===== src/rtl/bus_dest_pkg.sv =====
// Purpose: shared encodings for the bus destination register file.
// Latency: n/a (types and constants only).
// Backpressure: n/a.
package bus_dest_pkg;

    localparam int NUM_REGS = 8;
    localparam int SEL_W    = 3;

    typedef enum logic [1:0] {
        OP_NOP  = 2'b00,
        OP_LOAD = 2'b01,
        OP_INC  = 2'b10,
        OP_CLR  = 2'b11
    } op_e;

    typedef enum logic {
        ST_IDLE = 1'b0,
        ST_EXEC = 1'b1
    } state_e;

endpackage


===== src/rtl/bus_dest_regfile_dest_decoder.sv =====
// Purpose: 3-to-8 one-hot write-enable decoder with a global enable.
// Latency: combinational.
// Backpressure: none; all zeros when disabled.
module dest_decoder
    import bus_dest_pkg::*;
(
    input  logic                en,
    input  logic [SEL_W-1:0]    sel,
    output logic [NUM_REGS-1:0] we
);

    // One-hot select, gated by the enable
    always_comb begin
        we = '0;
        if (en) begin
            we[sel] = 1'b1;
        end
    end

endmodule


===== src/rtl/bus_dest_regfile.sv =====
// Purpose: common-bus destination; applies LOAD/INC/CLR/NOP to one of 8 registers.
// Latency: accept at E0, register update plus done/ovf at E1; one op per 2 cycles.
// Backpressure: op_ready drops for the execute cycle; optional write protect via BUS_DEST_WPROT_EN.
module bus_dest_regfile
    import bus_dest_pkg::*;
#(
    parameter int W = 16
) (
    input  logic                  clk,
    input  logic                  rst_n,
    input  logic [W-1:0]          bus_data,
    input  logic [SEL_W-1:0]      dest_sel,
    input  logic [1:0]            op,
    input  logic                  op_valid,
    output logic                  op_ready,
    output logic                  done,
    output logic                  ovf,
`ifdef BUS_DEST_WPROT_EN
    input  logic [NUM_REGS-1:0]   wprot_mask,
    output logic                  err,
`endif
    output logic [NUM_REGS*W-1:0] reg_q
);

    state_e                     state;
    logic [W-1:0]               hold_data;
    logic [SEL_W-1:0]           hold_sel;
    op_e                        hold_op;
    logic                       hold_prot;
    logic [NUM_REGS-1:0][W-1:0] regs;
    logic [NUM_REGS-1:0]        we;
    logic [W-1:0]               cur_q;
    logic [W-1:0]               wr_data;
    logic                       wr_en;
    logic                       ovf_now;

`ifndef BUS_DEST_WPROT_EN
    // Without protection every register is writable.
    assign hold_prot = 1'b0;
`endif

    assign cur_q   = regs[hold_sel];
    assign wr_en   = (state == ST_EXEC) && (hold_op != OP_NOP) && !hold_prot;
    assign ovf_now = (hold_op == OP_INC) && !hold_prot && (&cur_q);
    assign reg_q   = regs;

    dest_decoder u_dec (
        .en  (wr_en),
        .sel (hold_sel),
        .we  (we)
    );

    // New value for the targeted register, chosen by the held op
    always_comb begin
        wr_data = '0;
        case (hold_op)
            OP_LOAD: wr_data = hold_data;
            OP_INC:  wr_data = cur_q + {{(W-1){1'b0}}, 1'b1};
            default: wr_data = '0;
        endcase
    end

    // Handshake FSM: capture request in IDLE, execute and pulse done in EXEC
    always_ff @(posedge clk or negedge rst_n) begin
        if (!rst_n) begin
            state     <= ST_IDLE;
            op_ready  <= 1'b1;
            done      <= 1'b0;
            ovf       <= 1'b0;
            hold_data <= '0;
            hold_sel  <= '0;
            hold_op   <= OP_NOP;
`ifdef BUS_DEST_WPROT_EN
            hold_prot <= 1'b0;
            err       <= 1'b0;
`endif
        end else begin
            done <= 1'b0;
            ovf  <= 1'b0;
`ifdef BUS_DEST_WPROT_EN
            err  <= 1'b0;
`endif
            case (state)
                ST_IDLE: begin
                    if (op_valid && op_ready) begin
                        hold_data <= bus_data;
                        hold_sel  <= dest_sel;
                        hold_op   <= op_e'(op);
`ifdef BUS_DEST_WPROT_EN
                        hold_prot <= wprot_mask[dest_sel];
`endif
                        op_ready  <= 1'b0;
                        state     <= ST_EXEC;
                    end
                end
                ST_EXEC: begin
                    done     <= 1'b1;
                    ovf      <= ovf_now;
`ifdef BUS_DEST_WPROT_EN
                    err      <= hold_prot && (hold_op != OP_NOP);
`endif
                    op_ready <= 1'b1;
                    state    <= ST_IDLE;
                end
                default: begin
                    op_ready <= 1'b1;
                    state    <= ST_IDLE;
                end
            endcase
        end
    end

    // Register file: only the decoded register takes the new value
    always_ff @(posedge clk or negedge rst_n) begin
        if (!rst_n) begin
            regs <= '0;
        end else begin
            for (int i = 0; i < NUM_REGS; i++) begin
                if (we[i]) begin
                    regs[i] <= wr_data;
                end
            end
        end
    end

endmodule

===== config.mk =====
export PLATFORM = sky130hd
export DESIGN_NAME = bus_dest_regfile
export DESIGN_NICKNAME = d
export VERILOG_FILES = /design/src/rtl/bus_dest_pkg.sv /design/src/rtl/bus_dest_regfile_dest_decoder.sv /design/src/rtl/bus_dest_regfile.sv
export SDC_FILE = /design/constraint.sdc
export NUM_CORES = 1
export LEC_CHECK = 0
export BUFFER_PORTS_ARGS = -buffer_cell sky130_fd_sc_hd__buf_4
export CORE_ASPECT_RATIO = 0.6
export CORE_MARGIN = 4
export CORE_UTILIZATION = 48
export DETAILED_ROUTE_END_ITERATION = 8
export PLACE_DENSITY_LB_ADDON = 0.1
export SETUP_SLACK_MARGIN = 0.3
export SYNTH_ARGS = -nofsm -noshare
export SYNTH_HDL_FRONTEND = slang
export SYNTH_SLANG_ARGS = --single-unit

===== constraint.sdc =====
create_clock -name clk -period 2.93 [get_ports clk]
set_clock_uncertainty 0.15 [all_clocks]
set_input_delay 0.586 -clock clk [delete_from_list [all_inputs] [get_ports clk]]
set_output_delay 0.586 -clock clk [all_outputs]
set_load 0.01 [all_outputs]

# Word level (Yosys, flattened, before mapping)
# Index checks and enable logic that the tools add are counted.
# totals
register_bits,153
input_bits,24
elab_cells,41
# op_classes
n_addsub,1
magnitude_cmp,2
n_eq_ne,3
muxes,12
bitwise,1
reduce_logical,7
# ops
cell,count
binary-select mux 16 bit (select 3 bit),1
one-hot mux 16 bit (2 select lines),1
adder 16 x 1 -> 16 bit (second input constant),1
2-to-1 mux 16 bit,1
AND reduction 16 bit,1
2-to-1 mux 8 bit,1
2-to-1 mux 1 bit,5
logical AND 1 bit,4
less-than comparator 3 x 4 -> 1 bit (second input constant),1
one-hot mux 1 bit (2 select lines),2
demux 1 bit (select 3 bit),1
greater-or-equal comparator 3 x 1 -> 1 bit (second input constant),1
equality test 2 x 1 -> 1 bit (second input constant),1
equality test 2 bit (second input constant),1
inequality test 2 bit (second input constant),1
AND reduction 2 bit,1
nonzero test 2 bit,1
NOT 1 bit,1

# Logic depth before layout (Yosys ltp)
# depth
depth_word,5
depth_mapped,13
depth_no_buf,10

# Modules after synthesis
# Synthesis repeated with hierarchy kept, for this count alone.
# hier_totals
hier_cells,645
hier_area_um2,7403.4
# modules_own_cells
module,instances,cells_each,area_each_um2,seq_area_each_um2
bus_dest_regfile,1,637,7307.0,3829.9
dest_decoder,1,8,96.3,0.0

# Worst setup path before layout
# Ideal clock, no wire load.
# synth_path
kind,reg-to-reg
from,register hold_sel[0]
to,register regs (netlist bit reg_q[18])
arrival_ps,2440
required_time_ps,2655
slack_ps,216
path_stages_with_launch,11
path_buffers,3
period_less_slack_ps,2714
path_cell_list,dfrtp_1 buf_4 buf_6 mux4_2 mux2_2 ha_1 xnor2_1 a22oi_1 nor2b_1 clkbuf_1 mux2_2
# synth_between
elab_chain_cells,5
word_cells_on_any_way,10
# synth_rtl
element,line,text
from (decl),bus_dest_regfile.sv:27,logic [SEL_W-1:0] hold_sel;
from (signal assigned),bus_dest_regfile.sv:87,hold_sel <= dest_sel;
branches (longest 5 deep; another with adder 16 x 1 -> 16 bit),-,
"to (signal, indexed assignment)",bus_dest_regfile.sv:120,regs[i] <= wr_data;
to (decl),bus_dest_regfile.sv:30,logic [NUM_REGS-1:0][W-1:0] regs;
# Several ways; the timed one is not identified. The select of a mux whose other input is x is not followed.
# A chain may end at the register's enable or synchronous reset.

# Final worst setup path
# layout_path
from,register hold_sel[1]
to,register regs (netlist bit reg_q[8])
# The elaborated chain is that of the path after synthesis.

==> impl_metrics.py <==
metrics = {
    "outcome": {
        "status": "completed",
    },
    "synthesis": {
        "ys_seq_elements": 153,
        "yosysSeqAreaShare": 0.499,
        "avgSynthCellArea_um2": 11.0,
        "syn_inst": 700,
        "async_flop_share": 1.00,
        "synth_nets": 728,
        "synth_top_area_share": 0.496,
        "ys_types": 64,
        "syn_area_mm2": 0.00767,
        "synth_ff_type": "dfrtp_1",
        "synth_top_area_cell": "dfrtp_1",
        "ys.warnings.count": 0,
        "ys_top_cells_by_area": "dfrtp_1, nand2_1, o221ai_1",
        "synth_edf_count": 0,
    },
    "clocking": {
        "clockBufferDepth": 2,
        "cts_root_buf": "clkbuf_16",
        "htree_levels": 4,
        "cts_buffers": 17,
        "cts.sinks": 153,
        "cts_tree": "built",
        "path_clk_slew_ns": 0.06,
        "clock_latency_ns": 0.43,
    },
    "setup_path": {
        "crit_arrival_ns": 2.87,
        "r2r.worst_path.cells": 10,
        "regToRegSetupSlack_ns": 0.17,
        "r2r-start": "hold_sel[1]",
        "slowest_delay_ns": 0.43,
        "path_class": "reg2reg",
        "critPathMaxFanout": 8,
        "end_kind": "register",
        "cpMaxStageDelayCell": "dfrtp_2",
        "startpoint_type": "register",
        "path_cells": "buf_12 -> buf_8 -> mux4_2 -> mux2i_4 -> nor3_4 -> buf_6 -> nand4_4 -> nand2b_4 -> xnor2_4 -> o221ai_1",
        "timing.rr.end": "reg_q[8]",
        "cp_num_buf_inv": 3,
        "worstPathRequired_ns": 3.05,
        "cpLargestDelayFamily": "simple AND/OR/NAND/NOR gates",
    },
    "sta": {
        "fin_tns_setup_ns": 0,
        "min_period_over_period": 0.941,
        "timing.slew.headroom": 0.476,
        "hold_viol": 0,
        "hold_ws_ns": 0.198,
        "min_period_ns": 2.76,
        "rsz0062_at_grt": "yes",
        "setup-violations-final": 0,
        "fin_ws_ns": 0.174,
        "max_freq_ghz": 0.363,
        "tightest_slew_ns": 0.784,
        "slew_violations": 0,
    },
    "layout": {
        "antennaDiodeCount": 0,
        "utilization": 0.697,
        "syn_to_final_growth_pct": 40.9,
        "final_nets": 933,
        "fillers": 1105,
        "stdcell_area_mm2": 0.0108,
        "drive_gt1_frac": 0.467,
    },
    "die": {
        "core-area_mm2": 0.0155,
        "die_w_um": 171,
        "rows": 35,
        "top_level_ports": 155,
        "die_y_um": 106,
        "start_util": 0.495,
        "die_area_mm2": 0.0181,
    },
    "drt": {
        "dr.pass1.iters": 5,
        "drc": 0,
        "wire_per_inst_um": 24.6,
        "postRouteAntennaNets": 0,
        "routed_wl_um": 27600,
        "vias": 7033,
        "first_iter_violations": 845,
        "via_per_inst": 6.28,
    },
    "hold_path": {
        "hold_end": "hold_data[11]",
        "hold_depth": 3,
        "hold_class": "in2reg",
        "hp-start": "bus_data[11]",
    },
    "global_route": {
        "grt_overflow": 0,
        "grt_usage": 0.297,
        "first_global_vias": 6677,
        "grt_start_max_net_pins": 62,
        "grt_pass1_wl_um": 40500,
        "antenna_found_initial": 0,
    },
    "place": {
        "io_buffers": 154,
        "gp_congestion": 0.883,
        "hpwlAfterDp_um": 18300,
        "dp_slack_ns": -0.0842,
        "placed_cell_area_mm2": 0.00918,
    },
    "power_and_ir_drop": {
        "power_density_mw_per_mm2": 414,
        "vdd_drop_max_mv": 0.258,
        "leakage_uw": 0.00502,
    },
    "run": {
        "cap_violations": 0,
    },
}
## synthesized netlist by cell type, types with 2 or more instances
master    count
nor2_1        3
a21oi_1       2
dfrtp_1     152
clkinv_1      2
a221oi_1      5
buf_6         4
nand3_1       9
and2_1        7
ha_1          4
mux2i_1       8
xnor2_1       2
nor3_2        3
mux4_2       22
nor4_4        2
nand2_1     228
mux2i_4       2
o31ai_1       3
xor2_2        4
buf_12        2
o21ai_0      40
a21oi_2       2
a32oi_1       3
buf_4         7
mux2_2       18
nor2b_1       4
nor3b_2       2
nand3b_1      4
clkbuf_1     28
mux2i_2       5
inv_1         9
o221ai_2      2
o221ai_1     70
a22oi_1       6
o21ai_2       2
xnor2_2       5
## routing by layer
metal | global-route usage | share of wire | up-vias
li1 | - | - | 2978
met1 | 0.450 | 0.43 | 3525
met2 | 0.413 | 0.42 | 474
met3 | 0.0988 | 0.12 | 56
met4 | 0.0707 | 0.018 | 0
met5 | 0 | 0 | -
## worst max-delay path by stage
stage                      startpoint          to  slack (ns)  depth (start not counted)
after floorplan           hold_sel[0]   reg_q[18]        0.32                         10
after global placement    hold_sel[1]  reg_q[105]       -0.05                          9
after detailed placement  hold_sel[1]   reg_q[10]       -0.08                          8
after CTS                 hold_sel[1]  reg_q[108]        0.24                         10
after global routing      hold_sel[1]   reg_q[12]        0.10                         11
final                     hold_sel[1]    reg_q[8]        0.17                         10
## metrics by stage
stage | cells | power (uW)
floorplan | 700 | 2150
finish | 1120 | 4480
CTS | 1104 | 4490
detailed placement | 1051 | 2230
global route | 1120 | 4600
global placement | 1051 | 2220
## state kept, by name, indices dropped and copies added (netlist names)
name       count
reg_q        128
ovf            1
state          1
done           1
hold_op        2
op_ready       1
hold_data     16
hold_sel       3
## cell usage in the layout (no fill, tap or decap), drive strengths merged, types with 3 or more instances in the layout
master    instances
dfrtp           152
a32oi             4
nand3b            5
inv              14
a22oi             6
nor2              4
xor2              5
mux2             19
mux2i            15
bufinv            3
o21ai            43
clkinvlp          3
a221oi            5
nor2b             4
xnor2             7
ha                4
nor4              3
nor3b             4
nor3              4
clkbuf           20
mux4             22
o221ai           72
buf             224
a21oi             4
nand3            10
clkinv            4
and2              7
o31ai             3
nand2           228
## where the power goes
part,leakage (uW),total (uW),internal [uW],switching (uW)
clock,0.000290,2290,1370,926
combinational,0.00262,74.2,26.2,47.9
sequential,0.00211,2110,2110,0
## worst register-to-register path: cells and delay by family, from the launching register on
| family | cells | cell delay (ns) |
|---|---|---|
| and+or+nand+nor | 3 | 0.68 |
| muxes | 2 | 0.46 |
| buffers and inverters | 3 | 0.42 |
| xor gates and xnor gates | 1 | 0.31 |
| DFF | 1 | 0.43 |
| AOI/OAI and AO/OA | 1 | 0.16 |
## logic make-up (layout without fill, tap and decap cells)
family	after synthesis	count (layout)	share of synthesized area
AOI/OAI and AO/OA	147	147	0.152
xor gates and xnor gates	12	12	0.0225
adders and majority gates	4	4	0.00652
buffers and inverters	53	270	0.0377
DFF	153	153	0.499
muxes	56	56	0.118
and+or+nand+nor	275	275	0.165
## cell type report
type,instances,area [um2],area share
Clock inverter,13,166,0.0154
Multi-Input combinational cell,494,4120,0.381
Sequential cell,153,3830,0.355
Tap cell,203,254,0.0235
Clock buffer,18,439,0.0406
Inverter,11,42.5,0.00393
Timing Repair Buffer,228,1960,0.181
## what timing repair did
action / 4_1_cts / 5_1_grt
buffers inserted: 20 / 14
endpoints found under the hold margin: 40 / 0
pin swaps: 13 / 10
gates cloned: 1 / 2
hold buffers: 1 / 0
gates resized for setup: 42 / 93
endpoints found under the setup margin: 109 / 107
Note: power is estimated with default switching activity, not from simulation.
